`config.mk`:
```
export PLATFORM = sky130hd
export DESIGN_NAME = key_filter
export DESIGN_NICKNAME = d
export VERILOG_FILES = /design/src/rtl/key_filter_pkg.sv /design/src/rtl/key_debounce_1.sv /design/src/rtl/key_filter.sv
export SDC_FILE = /design/constraint.sdc
export NUM_CORES = 1
export LEC_CHECK = 0
export ABC_AREA = 1
export BUFFER_PORTS_ARGS = -buffer_cell sky130_fd_sc_hd__buf_2
export CAP_MARGIN = 20
export CELL_PAD_IN_SITES_DETAIL_PLACEMENT = 1
export CELL_PAD_IN_SITES_GLOBAL_PLACEMENT = 1
export CORE_UTILIZATION = 40
export DETAILED_ROUTE_END_ITERATION = 7
export PLACE_DENSITY = 0.8
export SKIP_CTS_REPAIR_TIMING = 1
export SYNTH_ARGS = -nofsm -noshare
export SYNTH_HDL_FRONTEND = slang
export SYNTH_SLANG_ARGS = --single-unit
export TNS_END_PERCENT = 50
```
`constraint.sdc`:
```
create_clock -name clk_125mhz -period 1.65 [get_ports clk_125mhz]
set_input_delay 0.0825 -clock clk_125mhz [delete_from_list [all_inputs] [get_ports clk_125mhz]]
set_output_delay 0.0825 -clock clk_125mhz [all_outputs]
set_load 0.01 [all_outputs]
```
`src/rtl/key_filter_pkg.sv`:
```
// key_filter_pkg: one-hot debounce FSM encodings and default filter window
// shared by the key filter top level and its per-key debouncer.
package key_filter_pkg;

    localparam logic [3:0] ST_IDLE       = 4'b0001;
    localparam logic [3:0] ST_PRESS_FILT = 4'b0010;
    localparam logic [3:0] ST_DOWN       = 4'b0100;
    localparam logic [3:0] ST_REL_FILT   = 4'b1000;

    // 2_500_000 cycles of stable input = 20 ms at 125 MHz
    localparam logic [31:0] CNT_20MS_MAX_DEF = 32'd2_499_999;

endpackage

```
`src/rtl/key_debounce_1.sv`:
```
// key_debounce_1: single-key 2-FF synchroniser, stability counter and
// four-state debounce FSM producing a registered level and event strobes.
module key_debounce_1
    import key_filter_pkg::*;
#(
    parameter logic [31:0] CNT_20MS_MAX = CNT_20MS_MAX_DEF
) (
    input  logic clk_125mhz,
    input  logic rst,
    input  logic key_in,
    output logic level,
    output logic press_pulse,
    output logic release_pulse
);

    logic [1:0]  r_sync;
    logic [3:0]  r_state;
    logic [31:0] r_cnt;
    logic        r_level;
    logic [3:0]  w_state_nxt;
    logic [31:0] w_cnt_nxt;
    logic        w_ks;
    logic        w_done;

    assign w_ks   = r_sync[1];
    assign w_done = (r_cnt == CNT_20MS_MAX);
    assign level  = r_level;

    always_ff @(posedge clk_125mhz or negedge rst) begin
        if (!rst) begin
            r_sync <= 2'b11;
        end else begin
            r_sync <= {r_sync[0], key_in};
        end
    end

    // Strobes are combinational so the top level can register flags and
    // key_value on the same edge that updates the level.
    always_comb begin
        w_state_nxt   = r_state;
        w_cnt_nxt     = r_cnt;
        press_pulse   = 1'b0;
        release_pulse = 1'b0;
        case (r_state)
            ST_IDLE: begin
                if (!w_ks) begin
                    w_state_nxt = ST_PRESS_FILT;
                    w_cnt_nxt   = 32'd0;
                end
            end
            ST_PRESS_FILT: begin
                if (w_ks) begin
                    w_state_nxt = ST_IDLE;
                    w_cnt_nxt   = 32'd0;
                end else if (w_done) begin
                    w_state_nxt = ST_DOWN;
                    w_cnt_nxt   = 32'd0;
                    press_pulse = 1'b1;
                end else begin
                    w_cnt_nxt = r_cnt + 32'd1;
                end
            end
            ST_DOWN: begin
                if (w_ks) begin
                    w_state_nxt = ST_REL_FILT;
                    w_cnt_nxt   = 32'd0;
                end
            end
            ST_REL_FILT: begin
                if (!w_ks) begin
                    w_state_nxt = ST_DOWN;
                    w_cnt_nxt   = 32'd0;
                end else if (w_done) begin
                    w_state_nxt   = ST_IDLE;
                    w_cnt_nxt     = 32'd0;
                    release_pulse = 1'b1;
                end else begin
                    w_cnt_nxt = r_cnt + 32'd1;
                end
            end
            default: begin
                w_state_nxt = ST_IDLE;
                w_cnt_nxt   = 32'd0;
            end
        endcase
    end

    always_ff @(posedge clk_125mhz or negedge rst) begin
        if (!rst) begin
            r_state <= ST_IDLE;
            r_cnt   <= 32'd0;
            r_level <= 1'b1;
        end else begin
            r_state <= w_state_nxt;
            r_cnt   <= w_cnt_nxt;
            if (press_pulse) begin
                r_level <= 1'b0;
            end else if (release_pulse) begin
                r_level <= 1'b1;
            end
        end
    end

endmodule

```
`src/rtl/key_filter.sv`:
```
// key_filter: debounces KEY_W active-low buttons and reports registered
// press/release strobes plus the one-hot code of the latest pressed key.
module key_filter
    import key_filter_pkg::*;
#(
    parameter logic [31:0] CNT_20MS_MAX = CNT_20MS_MAX_DEF,
    parameter int          KEY_W        = 4
) (
    input  logic             clk_125mhz,
    input  logic             rst,
    input  logic [KEY_W-1:0] key_in,
    output logic [KEY_W-1:0] key_level,
    output logic             press_flag,
    output logic             release_flag,
    output logic [KEY_W-1:0] key_value
);

    logic [KEY_W-1:0] w_press;
    logic [KEY_W-1:0] w_release;
    logic [KEY_W-1:0] w_first;
    logic             r_press_flag;
    logic             r_release_flag;
    logic [KEY_W-1:0] r_key_value;

    for (genvar g = 0; g < KEY_W; g++) begin : g_key
        key_debounce_1 #(
            .CNT_20MS_MAX(CNT_20MS_MAX)
        ) u_deb (
            .clk_125mhz   (clk_125mhz),
            .rst          (rst),
            .key_in       (key_in[g]),
            .level        (key_level[g]),
            .press_pulse  (w_press[g]),
            .release_pulse(w_release[g])
        );
    end

    // Isolate the lowest set bit so simultaneous presses favour key 0.
    assign w_first = w_press & (~w_press + KEY_W'(1));

    always_ff @(posedge clk_125mhz or negedge rst) begin
        if (!rst) begin
            r_press_flag   <= 1'b0;
            r_release_flag <= 1'b0;
            r_key_value    <= '0;
        end else begin
            r_press_flag   <= |w_press;
            r_release_flag <= |w_release;
            if (|w_press) begin
                r_key_value <= w_first;
            end
        end
    end

    assign press_flag   = r_press_flag;
    assign release_flag = r_release_flag;
    assign key_value    = r_key_value;

endmodule

```
==> flow_summary.toml, run 1 <==
[critical_path]
worstPathRequired_ps = 2040
cp.buffers_inverters = 1
path_class = "register to register"
worstSetupEndpoint = "g_key[3].u_deb.r_cnt[16]"
cp_top_family = "simple AND/OR/NAND/NOR gates"
startpoint_type = "register"
worstPathArrival_ps = 2330
reg2reg_from = "g_key[3].u_deb.r_cnt[5]"
cp.depth = 8
cp_slowest_stage_delay_ps = 410
path_cells = "buf_4 -> nand2_1 -> nor2_1 -> nand3_1 -> nor2_1 -> xor2_1 -> nand3_1 -> nand3_1"
crit_top_cell = "nand3_1"
startpoint = "g_key[3].u_deb.r_cnt[5]"
worstSetupEndpointType = "register"
reg2reg_setup_slack_ps = -290
crit_path_top_delay_cell = "dfrtp_1"
r2r_cells = 8
path_max_fanout = 5
timing.rr.end = "g_key[3].u_deb.r_cnt[16]"

[synth]
syn-mean-instance-area_um2 = 6.79
synth_area_leaders = "dfrtp_1, nand2_1, nor2_1, nand3_1, inv_1"
ys_warn_count = 0
netlist_area_mm2 = 0.0102
yosysMostFrequentCell = "nand2_1"
ys_async_sr_fraction_pct = 100
synth.top_cells.by_count = "nand2_1, nor2_1, inv_1"
synth_seq_area_share_pct = 39.8
synth_top_area_share_pct = 35.6
ys_types = 44
synth_flop_cell = "dfrtp_1"
synth_area_leader_cell = "dfrtp_1"
netlist_instances = 1510
synth_edf_count = 0
synth_fp_nets = 1520
ys_seq_elements = 162

[drt]
via_per_inst = 6.01
wl_met2_mm = 25.0
drt-initial-drc-count = 1019
first_pass_iters = 5
met3WireLength_mm = 3.49
met1_length_mm = 18.8
totalWireLength_mm = 50.7
highest_layer = "met4"
drtAntennaViolNets = 0
wire_per_inst_um = 23.9
vias = 12800
drc_errors = 0

[placed_design]
gp_congestion = 0.956
placed_cells = 2036
dp_hpwl_mm = 26.8
place_ws_ps = -156
io_buffer_count = 15

[pwr]
cellPowerDensity_mw_per_mm2 = 939
p_leak_nw = 6.49
finalPower_mw = 13.6
ir_drop_v = 0.000767

[timing]
fin_crit_ps = 1940
relSlewSlack_pct = 64.3
finalHoldViolations = 0
period_share_pct = 117
timing.fmax_ghz = 0.516
clock_skew_ps = 12.5
setup_viol = 151
setup_slack_ps = -288
rsz0062_at_grt = "true"
drv_slew = 0
tns_ps = -21860
worst_pin_slew_ps = 535

[global_routing]
grt_pass1_wl_mm = 60.3
antenna_found_initial = 0
gr-total-overflow = 0
grt_pass1_vias = 12100
grt_max_degree = 46
grt_use_total_pct = 28.7

[cts]
clk_pin_slew_ps = 80
clk_latency_ps = 470
cts_buffers = 17
cts_max_path_buffers = 2
h-tree-depth = 4
cts_tree = "done"
clockRootBuffer = "clkbuf_16"
cts.sinks = 162

[final_layout]
fin_cells = 2126
drive_gt1_share_pct = 33.5
areaGrowthSynthToFinish_pct = 41.1
nNetsFinal = 1793
fin_util_pct = 57.4
fillers = 3165
diodes = 0

[die]
io_pins = 16
dieWidth_um = 162
start_util_pct = 40.7
rows = 58
fp.dieH_um = 162
die_area_mm2 = 0.0263
fp.coreArea_mm2 = 0.0252

[run]
max_cap_violations = 0

[status]
outcome = "finished, violations left"
violations = "setup timing"

[worst_hold_path]
hold_path_class = "input pin to async pin"
-- metal layers --
metal  vias up  GRT usage (%)
met3       331           4.37
met2       747           51.6
met1      6317           35.1
met5         -              0
li1       5380              -
met4         0           9.35
-- worst register-to-register path, stage by stage, from the launching register on --
cell     delay (ps)
dfrtp_1         410
buf_4           170
nand2_1          70
nor2_1          200
nand3_1         200
nor2_1          220
xor2_1          320
nand3_1         160
nand3_1         120
-- flip-flops by register name (all words and copies together) (netlist names) --
signal and cells:
key_value 4, press_flag 1, g_key.u_deb.level 4, g_key.u_deb.r_cnt 128, g_key.u_deb.r_sync 8, g_key.u_deb.r_state 16, release_flag 1
-- stage by stage --
step	area (µm²)	hold slack (ps)
after floorplan	10200	-213
after global placement	12200	72.7
after detailed placement	12200	75.7
after CTS	12800	-396
after global routing	14500	195
final	14500	158
-- kinds of logic (layout without fill, tap and decap cells) --
group	count (synthesis)	in the layout	synth area share (%)
AO/OA/AOI/OAI	113	113	6.15
AND/OR/NAND/NOR	977	979	41.5
buffers and inverters	218	502	9.06
flip-flops	162	162	39.8
XOR/XNOR	36	36	3.08
adder cells (fa/ha/maj)	4	4	0.488
-- placed cells by master (no fill, tap or decap), types with 6 or more instances in the layout --
master	Yosys	layout
dfrtp_1	146	135
o21ai_1	9	27
buf_2	5	14
buf_12	0	8
inv_1	183	159
buf_6	10	21
dfstp_2	16	16
clkbuf_16	0	18
o21ai_0	57	28
inv_2	8	23
o21ai_2	5	13
nand2_2	18	38
inv_8	0	9
nor2_2	15	58
nor3_2	2	17
nor2_1	263	195
nand2_4	4	21
nand4_1	51	51
nor2_4	5	30
buf_4	7	224
a21oi_1	26	22
a21oi_2	2	6
dfrtp_2	0	11
nand2_1	406	366
nand3_2	1	24
nor3_1	59	37
nor3_4	0	7
xor2_1	30	29
nand3_1	140	113
-- power breakdown --
part | switching (mW) | internal [mW]
clock | 2.14 | 2.47
combinational | 2.92 | 1.57
sequential | 0.248 | 4.22
total | 5.31 | 8.26
-- area by class of cell --
type                    count  area [µm²]  share of cell area, %
flip-flops and latches    162        4090                   28.3
multi-input cells        1132        6250                   43.2
clock inverters            15         214                   1.48
repair buffers            275        2250                   15.6
repair inverters            2        23.8                  0.164
inverters                 193         791                   5.47
well taps                 330         413                   2.86
clock buffers              17         425                   2.94
-- worst min-delay path by stage --
stage	to	slack [ps]	from
4_1_cts	g_key[2].u_deb.r_cnt[24]	-400	rst
6_report	g_key[2].u_deb.r_cnt[24]	160	rst
5_1_grt	g_key[2].u_deb.r_cnt[26]	200	rst
3_3_place_gp	g_key[2].u_deb.r_cnt[24]	70	rst
2_1_floorplan	g_key[0].u_deb.r_cnt[0]	-210	rst
3_5_place_dp	g_key[2].u_deb.r_cnt[24]	80	rst
No activity file was read; power rests on OpenSTA's default activity.
==> inputs of run 2 (changes only) <==
==> constraint.sdc (replaced) <==
create_clock -name clk_125mhz -period 1.6 [get_ports clk_125mhz]
set_input_delay 0.08 -clock clk_125mhz [delete_from_list [all_inputs] [get_ports clk_125mhz]]
set_output_delay 0.08 -clock clk_125mhz [all_outputs]
set_load 0.01 [all_outputs]
==> run 2 against run 1 <==
Cell count is 2.4% higher. Critical path type unchanged. Clock power is 5.9% higher. Via count is 3.5% higher. Combinational power is 16% higher. Critical path depth stayed put. Largest cell class unchanged. Flip-flop and latch count stayed put. Register-to-register slack worse by 160 ps. Utilization is 1.9 points higher. First-iteration DRC count is 26% higher. The run still ends with setup timing left.
==> flow_summary.toml, run 2 (synthesis results as in run 1) <==
[critical_path]
path_cells = "nand4_1 -> nand2_2 -> clkinvlp_4 -> buf_6 -> clkbuf_16 -> nand4_1 -> nand2_1 -> nor2_1"
cp.buffers_inverters = 3
crit_top_cell = "nand4_1"
worstPathArrival_ps = 2410
crit_path_top_delay_cell = "dfstp_2"
startpoint_type = "register"
worstPathRequired_ps = 1960
path_class = "register to register"
cp_slowest_stage_delay_ps = 590
path_max_fanout = 6
worstSetupEndpointType = "register"
reg2reg_setup_slack_ps = -450
cp_top_family = "simple AND/OR/NAND/NOR gates"

[cts]
clk_pin_slew_ps = 70
cts_buffers = 17
cts.sinks = 162
h-tree-depth = 4
clk_latency_ps = 480
cts_tree = "done"
cts_max_path_buffers = 2
clockRootBuffer = "clkbuf_16"

[timing]
tns_ps = -34790
period_share_pct = 128
clock_skew_ps = 16.5
relSlewSlack_pct = 69.5
setup_slack_ps = -450
fin_crit_ps = 2050
timing.fmax_ghz = 0.488
worst_pin_slew_ps = 453
setup_viol = 154
drv_slew = 0
rsz0062_at_grt = "true"
finalHoldViolations = 0

[final_layout]
areaGrowthSynthToFinish_pct = 45.7
largest_registers = "g_key.u_deb.r_cnt: 128 flops, g_key.u_deb.r_state: 16 flops, g_key.u_deb.r_sync: 8 flops"
regMostFlops = "g_key.u_deb.r_cnt"
diodes = 0
nNetsFinal = 1845
drive_gt1_share_pct = 35.2
final_common_cell = "nand2_1"
fillers = 3101
layout_common_cells = "nand2_1, buf_4, nor2_1"
fin_util_pct = 59.3
largest_register_ff_count = 128

[drt]
met1_length_mm = 19.0
drtAntennaViolNets = 0
wire_per_inst_um = 25.0
vias = 13200
highest_layer = "met4"
first_pass_iters = 5
via_per_inst = 6.07
met3WireLength_mm = 4.07
wl_met2_mm = 27.1
drt-initial-drc-count = 1285
drc_errors = 0
totalWireLength_mm = 54.4

[die]
dieWidth_um = 162
start_util_pct = 40.7
rows = 58
fp.coreArea_mm2 = 0.0252
io_pins = 16
die_area_mm2 = 0.0263
fp.dieH_um = 162

[pwr]
seqPwrFrac_pct = 31.3
cellPowerDensity_mw_per_mm2 = 983
p_leak_nw = 6.73
p_int_mw = 9.08
pwr-share-comb_pct = 35.4
switching_power_mw = 5.60
switching_share_pct = 38.1
p_clk_share_pct = 33.2
ir_drop_v = 0.00100

[global_routing]
grt_use_total_pct = 30.6
grt_pass1_wl_mm = 62.9
grt_pass1_vias = 12800
antenna_found_initial = 0
grt_max_degree = 45
gr-total-overflow = 0

[placed_design]
dp_hpwl_mm = 28.1
gp_congestion = 0.907
io_buffer_count = 15

[worst_hold_path]
hold_path_class = "input pin to async pin"

[status]
violations = "setup timing"
outcome = "finished, violations left"

[run]
max_cap_violations = 0
==> run 2: cell type report <==
class / count / area (µm²) / area share (%)
tap: 330 / 413 / 2.76
multi-input combinational: 1132 / 6290 / 42.1
timing repair buffer: 327 / 2670 / 17.9
inverter: 193 / 806 / 5.39
clock inverter: 10 / 169 / 1.13
clock buffer: 22 / 484 / 3.24
sequential: 162 / 4080 / 27.3
timing repair inverter: 2 / 23.8 / 0.159
==> run 2: per-stage QoR <==
| step | hold WS (ps) | cells | setup slack [ps] | instance area (µm²) | power (mW) |
|---|---|---|---|---|---|
| 2_1_floorplan | -216 | 1510 | 9.96 | 10200 | 6.39 |
| 3_3_place_gp | -3.18 | 2093 | -123 | 12600 | 7.60 |
| 3_5_place_dp | 0.781 | 2093 | -184 | 12600 | 7.80 |
| 4_1_cts | -477 | 2125 | -298 | 13300 | 12.6 |
| 5_1_grt | 102 | 2178 | -532 | 14900 | 14.9 |
| 6_report | 80.4 | 2178 | -450 | 14900 | 14.7 |
==> run 2: per-layer routing <==
layer | up-vias | GRT usage [%]
li1 | 5474 | -
met2 | 862 | 55.1
met1 | 6502 | 34.8
met3 | 381 | 5.64
met4 | 0 | 14.5
met5 | - | 0
==> run 2: power groups by stage <==
stage	combinational (mW)	clock, mW	sequential, mW
after floorplan	1.81	0	4.58
after global placement	3.03	0	4.57
after detailed placement	3.21	0	4.60
after CTS	3.31	4.77	4.53
after global routing	5.34	4.97	4.61
final	5.20	4.88	4.60
==> run 2: path summary, 6_finish.rpt <==
check                                               start                   endpoint  cells after the start
worst max-delay path            g_key[2].u_deb.r_state[0]   g_key[2].u_deb.r_cnt[16]                      8
worst min-delay path                                  rst   g_key[2].u_deb.r_cnt[23]                      2
worst max register to register  g_key[2].u_deb.r_state[0]   g_key[2].u_deb.r_cnt[16]                      8
worst min register to register   g_key[3].u_deb.r_sync[0]   g_key[3].u_deb.r_sync[1]                      0
max in group asynchronous                             rst  g_key[0].u_deb.r_state[0]                      3
min in group clk_125mhz                         key_in[2]   g_key[2].u_deb.r_sync[0]                      2
